**src/rtl/ahb_triangle_unpacker_pkg.sv**
```systemverilog
// Shared geometry types and control-word constants for the host->GPU triangle stream.
// Also used by testbenches and the host-side driver model.
package ahb_triangle_unpacker_pkg;

    localparam logic [31:0] FRAME_START = 32'd0;
    localparam logic [31:0] FRAME_END   = 32'd1;

    localparam logic [1:0] ST_IDLE    = 2'd0;
    localparam logic [1:0] ST_FRAME   = 2'd1;
    localparam logic [1:0] ST_COLLECT = 2'd2;

    typedef struct packed {
        logic [15:0] x;
        logic [15:0] y;
        logic [15:0] z;
    } Point3D;

    typedef struct packed {
        Point3D p;
        Point3D q;
        Point3D r;
    } Triangle3D;

    typedef struct packed {
        logic [7:0] r;
        logic [7:0] g;
        logic [7:0] b;
    } Color;

endpackage

```
**src/rtl/ahb_triangle_unpacker_slot.sv**
```systemverilog
// One-entry triangle output register with tri_ready/tri_read handshake.
// Load wins over a same-cycle read, so back-to-back triangles never bubble.
module tri_output_slot
    import ahb_triangle_unpacker_pkg::*;
(
    input  logic      clk,
    input  logic      rst,
    input  logic      load_i,
    input  Triangle3D tri_i,
    input  Color      color_i,
    input  logic      tri_read_i,
    output Triangle3D tri_o,
    output Color      color_o,
    output logic      tri_ready_o
);

    Triangle3D tri_q;
    Color      color_q;
    logic      ready_q;

    always_ff @(posedge clk) begin
        if (rst) begin
            tri_q   <= '0;
            color_q <= '0;
            ready_q <= 1'b0;
        end else if (load_i) begin
            tri_q   <= tri_i;
            color_q <= color_i;
            ready_q <= 1'b1;
        end else if (ready_q && tri_read_i) begin
            ready_q <= 1'b0;
        end
    end

    assign tri_o       = tri_q;
    assign color_o     = color_q;
    assign tri_ready_o = ready_q;

endmodule

```
**src/rtl/ahb_triangle_unpacker.sv**
```systemverilog
// Frames the AHB word stream and reassembles 6-word packets into triangle + colour.
// Triangle valid 1 cycle after the final word; final word and FRAME_END stall while the output slot is full.
module ahb_triangle_unpacker
    import ahb_triangle_unpacker_pkg::*;
#(
    parameter logic [31:0] FRAME_START_WORD = FRAME_START,
    parameter logic [31:0] FRAME_END_WORD   = FRAME_END,
    parameter int          DROP_CNT_W       = 8
) (
    input  logic                  clk,
    input  logic                  rst,
    input  logic [31:0]           ahb_buffer,
    input  logic                  ahb_data_available,
    output logic                  ahb_user_read_buffer,
    output Triangle3D             triangle,
    output Color                  color,
    output logic                  tri_ready,
    input  logic                  tri_read,
    output logic                  frame_active,
    output logic                  frame_done,
    output logic [DROP_CNT_W-1:0] drop_count
);

    logic [1:0]            state_q, state_d;
    logic [2:0]            word_idx_q, word_idx_d;
    logic [4:0][31:0]      asm_q, asm_d;
    logic [DROP_CNT_W-1:0] drop_q, drop_d;
    logic                  active_q, active_d;
    logic                  done_q, done_d;

    logic      slot_free, is_start, is_end;
    logic      can_accept, accept, drop_inc, load;
    Triangle3D tri_new;
    Color      color_new;

    assign slot_free = !tri_ready || tri_read;
    assign is_start  = (ahb_buffer == FRAME_START_WORD);
    assign is_end    = (ahb_buffer == FRAME_END_WORD);

    always_comb begin
        state_d    = state_q;
        word_idx_d = word_idx_q;
        asm_d      = asm_q;
        drop_d     = drop_q;
        active_d   = active_q;
        done_d     = 1'b0;
        drop_inc   = 1'b0;
        load       = 1'b0;

        // Only the packet-closing word and FRAME_END depend on the output slot.
        can_accept = 1'b1;
        if (state_q == ST_FRAME && is_end)
            can_accept = slot_free;
        if (state_q == ST_COLLECT && word_idx_q == 3'd5)
            can_accept = slot_free;
        accept = ahb_data_available && can_accept && !rst;

        if (accept) begin
            case (state_q)
                ST_IDLE: begin
                    if (is_start) begin
                        state_d  = ST_FRAME;
                        active_d = 1'b1;
                    end else begin
                        drop_inc = 1'b1;
                    end
                end
                ST_FRAME: begin
                    if (is_start) begin
                        drop_inc = 1'b1;
                    end else if (is_end) begin
                        state_d  = ST_IDLE;
                        active_d = 1'b0;
                        done_d   = 1'b1;
                    end else begin
                        asm_d[0]   = ahb_buffer;
                        word_idx_d = 3'd1;
                        state_d    = ST_COLLECT;
                    end
                end
                ST_COLLECT: begin
                    if (word_idx_q == 3'd5) begin
                        load       = 1'b1;
                        word_idx_d = 3'd0;
                        state_d    = ST_FRAME;
                    end else begin
                        asm_d[word_idx_q] = ahb_buffer;
                        word_idx_d        = word_idx_q + 3'd1;
                    end
                end
                default: state_d = ST_IDLE;
            endcase
        end

        if (drop_inc && drop_q != {DROP_CNT_W{1'b1}})
            drop_d = drop_q + 1'b1;
    end

    always_comb begin
        tri_new.p.x = asm_q[0][15:0];
        tri_new.p.y = asm_q[0][31:16];
        tri_new.p.z = asm_q[1][15:0];
        tri_new.q.x = asm_q[1][31:16];
        tri_new.q.y = asm_q[2][15:0];
        tri_new.q.z = asm_q[2][31:16];
        tri_new.r.x = asm_q[3][15:0];
        tri_new.r.y = asm_q[3][31:16];
        tri_new.r.z = asm_q[4][15:0];
        color_new.r = asm_q[4][23:16];
        color_new.g = asm_q[4][31:24];
        color_new.b = ahb_buffer[7:0];
    end

    always_ff @(posedge clk) begin
        if (rst) begin
            state_q    <= ST_IDLE;
            word_idx_q <= 3'd0;
            asm_q      <= '0;
            drop_q     <= '0;
            active_q   <= 1'b0;
            done_q     <= 1'b0;
        end else begin
            state_q    <= state_d;
            word_idx_q <= word_idx_d;
            asm_q      <= asm_d;
            drop_q     <= drop_d;
            active_q   <= active_d;
            done_q     <= done_d;
        end
    end

    tri_output_slot u_slot (
        .clk         (clk),
        .rst         (rst),
        .load_i      (load),
        .tri_i       (tri_new),
        .color_i     (color_new),
        .tri_read_i  (tri_read),
        .tri_o       (triangle),
        .color_o     (color),
        .tri_ready_o (tri_ready)
    );

    assign ahb_user_read_buffer = accept;
    assign frame_active         = active_q;
    assign frame_done           = done_q;
    assign drop_count           = drop_q;

endmodule

```
**config.mk**
```make
export PLATFORM = sky130hd
export DESIGN_NAME = ahb_triangle_unpacker
export DESIGN_NICKNAME = d
export VERILOG_FILES = /design/src/rtl/ahb_triangle_unpacker_pkg.sv /design/src/rtl/ahb_triangle_unpacker_slot.sv /design/src/rtl/ahb_triangle_unpacker.sv
export SDC_FILE = /design/constraint.sdc
export NUM_CORES = 1
export LEC_CHECK = 0
export CORE_MARGIN = 1
export CORE_UTILIZATION = 47
export CTS_CLUSTER_SIZE = 30
export DETAILED_ROUTE_END_ITERATION = 8
export GPL_TIMING_DRIVEN = 1
export MAX_ROUTING_LAYER = met4
export PLACE_DENSITY = 0.75
export SETUP_SLACK_MARGIN = 0.15
export SYNTH_ARGS = -nofsm -noshare
export SYNTH_HDL_FRONTEND = slang
export SYNTH_SLANG_ARGS = --single-unit
```
**constraint.sdc**
```tcl
create_clock -name clk -period 2.05 [get_ports clk]
set_clock_uncertainty 0.15 [all_clocks]
set_input_delay 0.41 -clock clk [delete_from_list [all_inputs] [get_ports clk]]
set_output_delay 0.41 -clock clk [all_outputs]
set_load 0.02 [all_outputs]
```
==> reports/metrics.yaml, run 1 <==
grt:
  grt_pass1_wl_um: 58900
  grt_max_degree: 187
  overflow: 0
  busiest_layer: "met2"
  antenna_found_initial: 0
  grtUsageMet1_pct: 36.7
  use_met3_pct: 4.14
  use_met2_pct: 47.0
  gr-usage-all-layers_pct: 29.1
  grt_pass1_vias: 10981
placement:
  dp.final_hpwl_um: 23400
  portBuffers: 215
  placed_cell_area_um2: 15500
  gp_congestion: 0.922
timing:
  tightestPinTransition_ns: 0.870
  drv_slew: 0
  clock.fmax_mhz: 437
  fin_crit_sh_pct: 112
  rsz0062_at_grt: "yes"
  setup_ws_ns: -0.241
  finalHoldViolations: 0
  finalCriticalPeriod_ns: 2.29
  setup_viol: 43
  slew_headroom_pct: 42.0
synthesis:
  synth_cell_types: 43
  synth_area_um2: 12300
  netlist.area_leader.share_pct: 56.1
  syn_nets: 1545
  synth_edf_count: 0
  ys_warn_count: 0
  synth_commonest_cells: "nand2_1 (600), dfxtp_1 (344), a21oi_1 (306), clkbuf_1 (88), nor2b_1 (35)"
  synthArstFlopShare_pct: 0
  netlist_top_cells_area: "dfxtp_1 (56%), nand2_1 (18%), a21oi_1 (12%), mux2_2 (2.9%), clkbuf_1 (2.7%)"
  synth_top_area_cell: "dfxtp_1"
  yosysMostFrequentCell: "nand2_1"
  synth_seq_cells: 344
  synth_seq_area_share_pct: 56.1
  ys.flop_type: "dfxtp_1"
  syn-mean-instance-area_um2: 8.14
  syn_inst: 1508
route:
  drtIter0Drc: 1097
  ant_nets: 0
  wl_um: 39200
  vias: 11521
  routedWlPerCell_um: 18.4
  drt_pass1_iterations: 5
  route.detailed.drc: 0
  vias_per_cell: 5.40
setup_path:
  worstSetupPathType: "input port to primary output"
  reg2reg_depth: 9
  crit_fanout: 2
  cp-end-kind: "primary output"
  critPathArrivalTime_ns: 1.73
  required_ns: 1.49
  start_kind: "input port"
layout:
  area_growth_pct: 42.8
  nFillCells: 2011
  multi_input_area_um2: 5680
  nets: 1815
  finish.instance_area_um2: 17500
  seqCellArea_um2: 6900
  drive_above_1_share_pct: 19.1
  antenna_cells: 0
power_and_ir_drop:
  p_leak_nw: 6.98
  p_int_w: 0.0107
  switching_power_w: 0.00294
  power_w: 0.0136
  combPwrFrac_pct: 4.4
  pwr-share-clk_pct: 46.1
  vdd_drop_max_mv: 0.513
  power.density_nw_per_um2: 775
  seqPwrFrac_pct: 49.6
  switching_share_pct: 21.6
flow_run:
  maxCapViolations: 0
clocking:
  cts_tree: "yes"
  cts_buffer_depth: 3
  clk_latency_ns: 0.50
  cts.sink_count: 344
  cts_max_level: 2
  cts_buffers: 35
  path_clk_slew_ns: 0.06
  root_buffer: "clkbuf_16"
floorplan:
  pin_count: 216
  num_rows: 58
  initial_core_util_pct: 48.3
  die_w_um: 164
  dieArea_um2: 26800
  die_h_um: 164
  core_um2: 25400
hold_path:
  min_path_type: "input port to flop"
  whs_path_depth: 3
outcome:
  run_status: "complete, but fails checks"
  violations: "setup timing"
[path summary, 6_finish.rpt]
check	from	endpoint	slack, ns
worst max-delay path	ahb_buffer[5]	ahb_user_read_buffer	-0.24
worst min register to register	asm_q[118]	u_slot.tri_o[22]	0.30
worst min-delay path	rst	state_q[1]	0.11
worst max register to register	word_idx_q[1]	asm_q[20]	-0.14
[layout by cell type, fill, tap and decap left out, drive strengths merged, types with 4 or more instances in the layout]
master / count
nor4: 11
nor2: 5
clkinv: 7
nand4: 5
clkbuf: 59
nand2: 600
nor2b: 36
dlygate4sd2: 190
nand3: 6
inv: 5
o41ai: 5
buf: 135
a21oi: 306
mux2: 32
o21ai: 4
clkdlybuf4s15: 6
o311ai: 6
dfxtp: 344
[power groups by stage]
stage                     sequential, W  combinational (W)  clock [W]
after global routing            0.00673           0.000611    0.00662
final                           0.00674           0.000594    0.00626
after CTS                       0.00673           0.000553    0.00633
after global placement          0.00688           0.000508          0
after floorplan                 0.00688           0.000184          0
after detailed placement        0.00688           0.000510          0
[stage by stage]
step | setup WS, ns | util, % | instances | hold WS (ns) | setup TNS, ns
3_5_place_dp | -0.993 | 61.2 | 2043 | 0.287 | -124.54
6_report | -0.241 | 69.0 | 2132 | 0.106 | -7.31
5_1_grt | -0.250 | 69.0 | 2132 | 0.102 | -7.07
2_1_floorplan | -0.0528 | - | 1508 | 0.277 | -1.50
4_1_cts | -0.307 | 66.8 | 2119 | 0.0681 | -8.90
3_3_place_gp | -0.991 | 61.2 | 2043 | 0.283 | -118.85
[registers in the layout, indices dropped and copies added (netlist names)]
register and count:
asm_q 160, u_slot.tri_o 144, u_slot.color_o 24, drop_count 8, word_idx_q 3, state_q 2
frame_active 1, frame_done 1, u_slot.tri_ready_o 1
[metal layers]
metal	vias up	routed length (um)
li1	5486	-
met1	5468	16100
met2	478	18500
met3	89	2940
met4	0	1670
met5	-	0
[worst max-delay path, cell delays in order]
cell	delay, ns
buf_8	0.10
nor4_4	0.26
nand4_1	0.29
buf_6	0.23
buf_6	0.11
nor2_4	0.10
a21oi_4	0.08
buf_6	0.14
[layout make-up]
type                       instances  area share [%]
timing repair buffer             344            19.4
clock buffer                      48            5.56
clock inverter                    13           0.849
tap                              330            2.36
multi-input combinational       1049            32.4
inverter                           4          0.0856
sequential                       344            39.4
[kinds of logic after synthesis]
group | after synthesis | synth area share [%]
DFF | 344 | 56.1
adders and majority gates | 1 | 0.102
buffers and inverters | 115 | 3.81
AOI/OAI and AO/OA | 331 | 14.1
muxes | 33 | 3.02
and+or+nand+nor | 684 | 22.9
[repair_timing]
action | in CTS | in global routing
hold buffers | 0 | 0
gates cloned | 4 | 3
buffers inserted | 11 | 10
pin swaps | 25 | 21
setup endpoints to repair | 291 | 122
gates resized for setup | 324 | 145
(Power assumes the default switching activity.)
==> inputs of run 2 (changes only) <==
--- a/config.mk
+++ b/config.mk
@@ -6,12 +6,13 @@
 export NUM_CORES = 1
 export LEC_CHECK = 0
 export CORE_MARGIN = 1
-export CORE_UTILIZATION = 47
+export CORE_UTILIZATION = 67
 export CTS_CLUSTER_SIZE = 30
 export DETAILED_ROUTE_END_ITERATION = 8
+export DONT_BUFFER_PORTS = 1
 export GPL_TIMING_DRIVEN = 1
 export MAX_ROUTING_LAYER = met4
-export PLACE_DENSITY = 0.75
+export PLACE_DENSITY = 0.83
 export SETUP_SLACK_MARGIN = 0.15
 export SYNTH_ARGS = -nofsm -noshare
 export SYNTH_HDL_FRONTEND = slang
==> constraint.sdc (replaced) <==
create_clock -name clk -period 2.7 [get_ports clk]
set_clock_uncertainty 0.15 [all_clocks]
set_input_delay 0.54 -clock clk [delete_from_list [all_inputs] [get_ports clk]]
set_output_delay 0.54 -clock clk [all_outputs]
set_load 0.02 [all_outputs]
==> run 2 against run 1 <==
The run now ends clean. First-iteration DRC count is 13% lower. Die area is 30% lower. Sequential share of layout area is 9.0 points higher. Clock power is 29% lower. Routed wire length is 15% lower. Critical path depth is 1 lower. Global-route usage is 6.1 points higher. Utilization is 10 points higher. Flip-flop and latch count stayed put. Cell count is 17% lower. Register-to-register slack better by 0.23 ns. Design area is 19% lower. Critical path type is now input port to flop. Critical endpoint is now asm_q[83]. Largest cell class unchanged. Highest routed layer unchanged.
==> reports/metrics.yaml, run 2 (synthesized netlist as in run 1, its figures left out) <==
clocking:
  cts_buffer_depth: 3  # unchanged
  cts_max_level: 2  # unchanged
  path_clk_slew_ns: 0.06  # about the same
  clk_latency_ns: 0.50  # about the same
  cts_buffers: 34  # was 35
  cts_tree: "yes"  # unchanged
  cts.sink_count: 344  # unchanged
  root_buffer: "clkbuf_16"  # unchanged
grt:
  grt_pass1_wl_um: 49900  # was 58900 um
  grt_max_degree: 342  # was 187
  antenna_found_initial: 0  # unchanged
  overflow: 0  # unchanged
  grt_pass1_vias: 9671  # was 10981
  gr-usage-all-layers_pct: 35.2  # was 29.1%
setup_path:
  reg2reg_to: "asm_q[83]"  # was asm_q[20]
  required_ns: 2.99  # was 1.49 ns
  start_kind: "input port"  # unchanged
  cp-end-kind: "flop"  # was primary output
  r2r_slack_ns: 0.09  # was -0.14 ns
  r2r_start: "state_q[1]"  # was word_idx_q[1]
  reg2reg_depth: 7  # was 9
  worstSetupPathType: "input port to flop"  # was input port to primary output
  critPathArrivalTime_ns: 2.97  # was 1.73 ns
  crit_fanout: 243  # was 2
timing:
  rsz0062_at_grt: "yes"  # unchanged
  finalCriticalPeriod_ns: 2.68
  tightestPinTransition_ns: 0.775  # was 0.870 ns
  setup_viol: 0  # was 43
  finalHoldViolations: 0  # unchanged
  fin_crit_sh_pct: 99.3
  drv_slew: 0  # unchanged
  clock.fmax_mhz: 373
  setup_tns_ns: 0  # was -7.31 ns
  fin_hold_ws_ns: 0.0137  # was 0.106 ns
  slew_headroom_pct: 48.2  # was 42.0%
route:
  vias: 10518  # was 11521
  route.detailed.drc: 0  # unchanged
  ant_nets: 0  # unchanged
  vias_per_cell: 5.91  # was 5.40
  drtIter0Drc: 950  # was 1097
  wl_um: 33400  # was 39200 um
  routedWlPerCell_um: 18.8  # was 18.4 um
  drt_pass1_iterations: 5  # unchanged
floorplan:
  die_w_um: 137  # was 164 um
  core_um2: 18000  # was 25400 um^2
  initial_core_util_pct: 68.3  # was 48.3%
  die_h_um: 137  # was 164 um
  dieArea_um2: 18900  # was 26800 um^2
  pin_count: 216  # unchanged
  num_rows: 49  # was 58
hold_path:
  hp-start: "ahb_buffer[10]"  # was rst
  min_to: "asm_q[42]"  # was state_q[1]
  whs_path_depth: 2  # was 3
  min_path_type: "input port to flop"  # unchanged
layout:
  area_growth_pct: 16.1  # was 42.8%
  nFillCells: 1191  # was 2011
  nets: 1565  # was 1815
  largest_reg_flops: 160  # unchanged
  layout_commonest_cell: "nand2_1"  # unchanged
  fin_util_pct: 79.4  # was 69.0%
  final_cell_mix: "nand2_1 (598), dfxtp_1 (340), a21oi_1 (306)"  # was nand2_1 (566), dfxtp_1 (336), a21oi_1 (278)
  drive_above_1_share_pct: 8.39  # was 19.1%
  top_register: "asm_q"  # unchanged
  antenna_cells: 0  # unchanged
outcome:
  run_status: "complete, no violations"  # was complete, but fails checks
flow_run:
  maxCapViolations: 0  # unchanged
power_and_ir_drop:
  pwr-share-clk_pct: 46.0  # was 46.1%
  seqPwrFrac_pct: 52.8  # was 49.6%
  switching_power_w: 0.00200  # was 0.00294 W
  p_leak_nw: 4.91  # was 6.98 nW
  power.density_nw_per_um2: 680  # was 775 nW/um^2
  combPwrFrac_pct: 1.2  # was 4.4%
  switching_share_pct: 20.6  # was 21.6%
  p_int_w: 0.00770  # was 0.0107 W
  vdd_drop_max_mv: 0.826  # was 0.513 mV
placement:
  portBuffers: 0  # was 215
  gp_congestion: 0.875  # was 0.922
  dp.final_hpwl_um: 19800  # was 23400 um
==> run 2: cell types whose count changed in the layout (fill, tap and decap cells not counted), moves of 16 or more <==
cell           previous run  this run
dlygate4sd2_1           190         0
dlygate4sd3_1             0        66
buf_4                    79        16
nand2_1                 566       598
mux2_2                    1        32
mux2_4                   31         0
a21oi_1                 278       306
a21oi_2                  27         0
buf_6                    19         2
nand2_2                  18         2
nand2_4                  16         0
==> run 2: worst max-delay path by stage <==
stage	start	endpoint	cells past startpoint
final	rst	asm_q[83]	7
after global routing	state_q[1]	asm_q[83]	7
after CTS	word_idx_q[0]	ahb_user_read_buffer	5
after detailed placement	ahb_buffer[17]	drop_count[6]	5
after global placement	ahb_buffer[17]	drop_count[6]	5
after floorplan	ahb_buffer[28]	asm_q[16]	6
==> run 2: final cells by class <==
class / instances / area (um^2) / share of cell area, %
flip-flops and latches: 344 / 6890 / 48.4
multi-input cells: 1049 / 4980 / 34.9
clock inverters: 10 / 66.3 / 0.465
repair buffers: 95 / 1030 / 7.23
well taps: 229 / 287 / 2.01
inverters: 4 / 15.0 / 0.105
clock buffers: 48 / 985 / 6.91
==> run 2: worst max-delay path, cell delays in order <==
cell and delay, ns:
nor2b_1 0.54, and2_2 0.30, and3_2 0.26, buf_12 0.21, nand2_1 0.18, a21oi_1 0.19
dlygate4sd3_1 0.57
==> run 2: layer usage <==
metal	track usage (%)	wire length (um)
met1	39.7	12400
met2	57.5	16400
met3	9.49	3130
met4	17.8	1490
met5	-	0
==> run 2: timing repair <==
item | 4_1_cts | 5_1_grt
hold buffers | 66 | 1
setup buffers | 0 | 2
endpoints found under the hold margin | 293 | 99
endpoints found under the setup margin | 1 | 24
gates cloned | 0 | 0
pin swaps | 1 | 1
gates resized for setup | 8 | 7
==> run 2: through the flow <==
step	cells	setup slack [ns]	area [um^2]	total power [W]
5_1_grt	1779	0.0526	14300	0.00991
4_1_cts	1776	0.156	14200	0.00969
2_1_floorplan	1508	0.387	12300	0.00536
6_report	1779	0.0189	14300	0.00970
3_3_place_gp	1652	0.0728	12500	0.00530
3_5_place_dp	1652	0.0497	12500	0.00531
==> run 2: power groups by stage <==
stage / sequential, W / combinational (W) / clock (W)
after floorplan: 0.00522 / 0.000132 / 0
after global placement: 0.00523 / 0.0000743 / 0
after detailed placement: 0.00523 / 0.0000765 / 0
after CTS: 0.00512 / 0.0000812 / 0.00449
after global routing: 0.00512 / 0.000122 / 0.00467
final: 0.00512 / 0.000114 / 0.00446
==> inputs of run 3 (changes only) <==
--- a/config.mk
+++ b/config.mk
@@ -6,13 +6,12 @@
 export NUM_CORES = 1
 export LEC_CHECK = 0
 export CORE_MARGIN = 1
-export CORE_UTILIZATION = 67
+export CORE_UTILIZATION = 56
 export CTS_CLUSTER_SIZE = 30
 export DETAILED_ROUTE_END_ITERATION = 8
-export DONT_BUFFER_PORTS = 1
 export GPL_TIMING_DRIVEN = 1
 export MAX_ROUTING_LAYER = met4
-export PLACE_DENSITY = 0.83
+export PLACE_DENSITY = 0.84
 export SETUP_SLACK_MARGIN = 0.15
 export SYNTH_ARGS = -nofsm -noshare
 export SYNTH_HDL_FRONTEND = slang
==> run 3 against run 2 <==
Power up 6.7%. Sequential share of layout area shrank 6.1 points. Critical path depth increased by 1. Maximum frequency increased by 5.9%. Largest power group unchanged.
==> reports/metrics.yaml, run 3 (synthesized netlist as in run 1, its figures left out) <==
outcome:
  run_status: "complete, no violations"  # unchanged
layout:
  top_register: "asm_q"  # unchanged
  nets: 1764  # was 1565
  layout_commonest_cell: "nand2_1"  # unchanged
  drive_above_1_share_pct: 11.5  # was 8.39%
  fin_util_pct: 76.6  # was 79.4%
  largest_reg_flops: 160  # unchanged
  layout.cells.non_filler: 2028  # was 1779
  area_growth_pct: 32.8  # was 16.1%
  finish.instance_area_um2: 16300  # was 14300 um^2
  final_cell_mix: "nand2_1 (600), dfxtp_1 (342), a21oi_1 (305)"  # was nand2_1 (598), dfxtp_1 (340), a21oi_1 (306)
  antenna_cells: 0  # unchanged
route:
  wl_um: 35800  # was 33400 um
  drtIter0Drc: 849  # was 950
  ant_nets: 0  # unchanged
  routedWlPerCell_um: 17.7  # was 18.8 um
  vias: 11332  # was 10518
  drt_pass1_iterations: 7  # was 5
  vias_per_cell: 5.59  # was 5.91
  route.detailed.drc: 0  # unchanged
floorplan:
  die_h_um: 150  # was 137 um
  initial_core_util_pct: 57.7  # was 68.3%
  dieArea_um2: 22500  # was 18900 um^2
  num_rows: 53  # was 49
  core_um2: 21300  # was 18000 um^2
  die_w_um: 150  # was 137 um
  pin_count: 216  # unchanged
setup_path:
  crit_slowest_cell: "nor4_4"  # was dlygate4sd3_1
  crit_fanout: 2  # was 243
  reg2reg_to: "asm_q[23]"  # was asm_q[83]
  crit_end: "ahb_user_read_buffer"  # was asm_q[83]
  crit_path_cell_trace: "buf_2, buf_6, nor4_4, nand4_1, buf_4, nor2_4, a21oi_4, buf_6"  # was nor2b_1, and2_2, and3_2, buf_12, nand2_1, a21oi_1, dlygate4sd3_1
  required_ns: 2.01  # was 2.99 ns
  r2r_start: "state_q[1]"  # unchanged
  start_kind: "input port"  # unchanged
  r2r_slack_ns: 0.45  # was 0.09 ns
  cpPeakStageDelay_ns: 0.25  # was 0.57 ns
  setup.worst_path.start: "ahb_buffer[16]"  # was rst
  reg2reg_depth: 7  # unchanged
  cp_common_cell: "buf_6"
  critPathArrivalTime_ns: 1.84  # was 2.97 ns
  worstSetupPathType: "input port to primary output"  # was input port to flop
  cp-end-kind: "primary output"  # was flop
timing:
  setup_tns_ns: 0  # unchanged
  tightestPinTransition_ns: 1.15  # was 0.775 ns
  slew_headroom_pct: 23.2  # was 48.2%
  finalCriticalPeriod_ns: 2.53  # was 2.68 ns
  finalHoldViolations: 0  # unchanged
  clock.fmax_mhz: 395  # was 373 MHz
  setup_ws_ns: 0.169  # was 0.0189 ns
  rsz0062_at_grt: "no"  # was yes
  drv_slew: 0  # unchanged
  fin_crit_sh_pct: 93.7  # was 99.3%
  setup_viol: 0  # unchanged
clocking:
  cts_max_level: 2  # unchanged
  cts_tree: "yes"  # unchanged
  root_buffer: "clkbuf_16"  # unchanged
  cts.sink_count: 344  # unchanged
  cts_buffers: 35  # was 34
  cts_buffer_depth: 3  # unchanged
  cts_hold_buf: 0  # was 66
  clk_latency_ns: 0.51  # was 0.50 ns
  path_clk_slew_ns: 0.06  # about the same
placement:
  placed_cell_area_um2: 15000  # was 12500 um^2
  portBuffers: 215  # was 0
  gp_congestion: 0.885  # was 0.875
  dp_slack_ns: -0.665  # was 0.0497 ns
  dp.final_hpwl_um: 22400  # was 19800 um
  dpl.cell_count: 1962  # was 1652
hold_path:
  min_path_type: "input port to flop"  # unchanged
power_and_ir_drop:
  p_leak_nw: 5.59  # was 4.91 nW
  vdd_drop_max_mv: 0.438  # was 0.826 mV
  power.density_nw_per_um2: 634  # was 680 nW/um^2
grt:
  overflow: 0  # unchanged
  antenna_found_initial: 1  # was 0
  gr-usage-all-layers_pct: 32.3  # was 35.2%
  grt_max_degree: 269  # was 342
  grt_pass1_wl_um: 55200  # was 49900 um
  grt_pass1_vias: 10694  # was 9671
flow_run:
  maxCapViolations: 0  # unchanged
[run 3: cell count changes in the layout (fill, tap and decap cells not counted), moves of 4 or more]
cell	delta
clkdlybuf4s50_1	+183
dlygate4sd3_1	-66
buf_4	+50
dlygate4sd2_1	+8
dlymetal6s2s_1	+7
nor4_1	-7
clkbuf_2	+6
nor4_2	+5
buf_2	+4
clkdlybuf4s15_1	+4
clkinv_2	+4
[run 3: cell type report]
class,count,area (um^2)
Fill cell,1472,4980
Inverter,4,15.0
Clock inverter,14,153
Timing Repair Buffer,293,2840
Multi-Input combinational cell,1049,5040
Sequential cell,344,6890
Clock buffer,49,1020
Tap cell,275,344
[run 3: critical path, delay by kind of cell]
family | cells | cell delay (ns)
AOI/OAI and AO/OA | 1 | 0.07
buffers and inverters | 4 | 0.61
and+or+nand+nor | 3 | 0.62
[run 3: repair_timing]
item | CTS | global route
resized for setup | 52 | 36
pin swaps | 11 | 12
setup endpoints to repair | 42 | 38
gates cloned | 0 | 1
buffers inserted | 1 | 1
[run 3: how the worst min path moves through the flow]
stage,startpoint,end,cells after the start
final,rst,u_slot.tri_o[83],2
after detailed placement,asm_q[9],u_slot.tri_o[137],2
after floorplan,asm_q[16],u_slot.tri_o[112],2
after CTS,rst,u_slot.tri_o[83],2
after global placement,asm_q[9],u_slot.tri_o[137],2
after global routing,rst,frame_active,2
[run 3: per-stage QoR]
stage / hold WS (ns) / total power (W)
after global routing: 0.0853 / 0.0106
after CTS: 0.0746 / 0.0104
after floorplan: 0.277 / 0.00536
after global placement: 0.283 / 0.00557
after detailed placement: 0.288 / 0.00558
final: 0.0891 / 0.0103
[run 3: metal layers]
metal	global-route usage, %	up-vias	share of wire (%)
li1	-	5372	-
met1	38.7	5366	39
met2	53.9	496	49
met3	6.28	98	8.3
met4	11.9	0	3.4
met5	-	-	0
[run 3: power by group]
group / switching (W) / total [W] / internal (W)
sequential: 0.0000152 / 0.00511 / 0.00510
clock: 0.00194 / 0.00487 / 0.00293
combinational: 0.000231 / 0.000362 / 0.000131
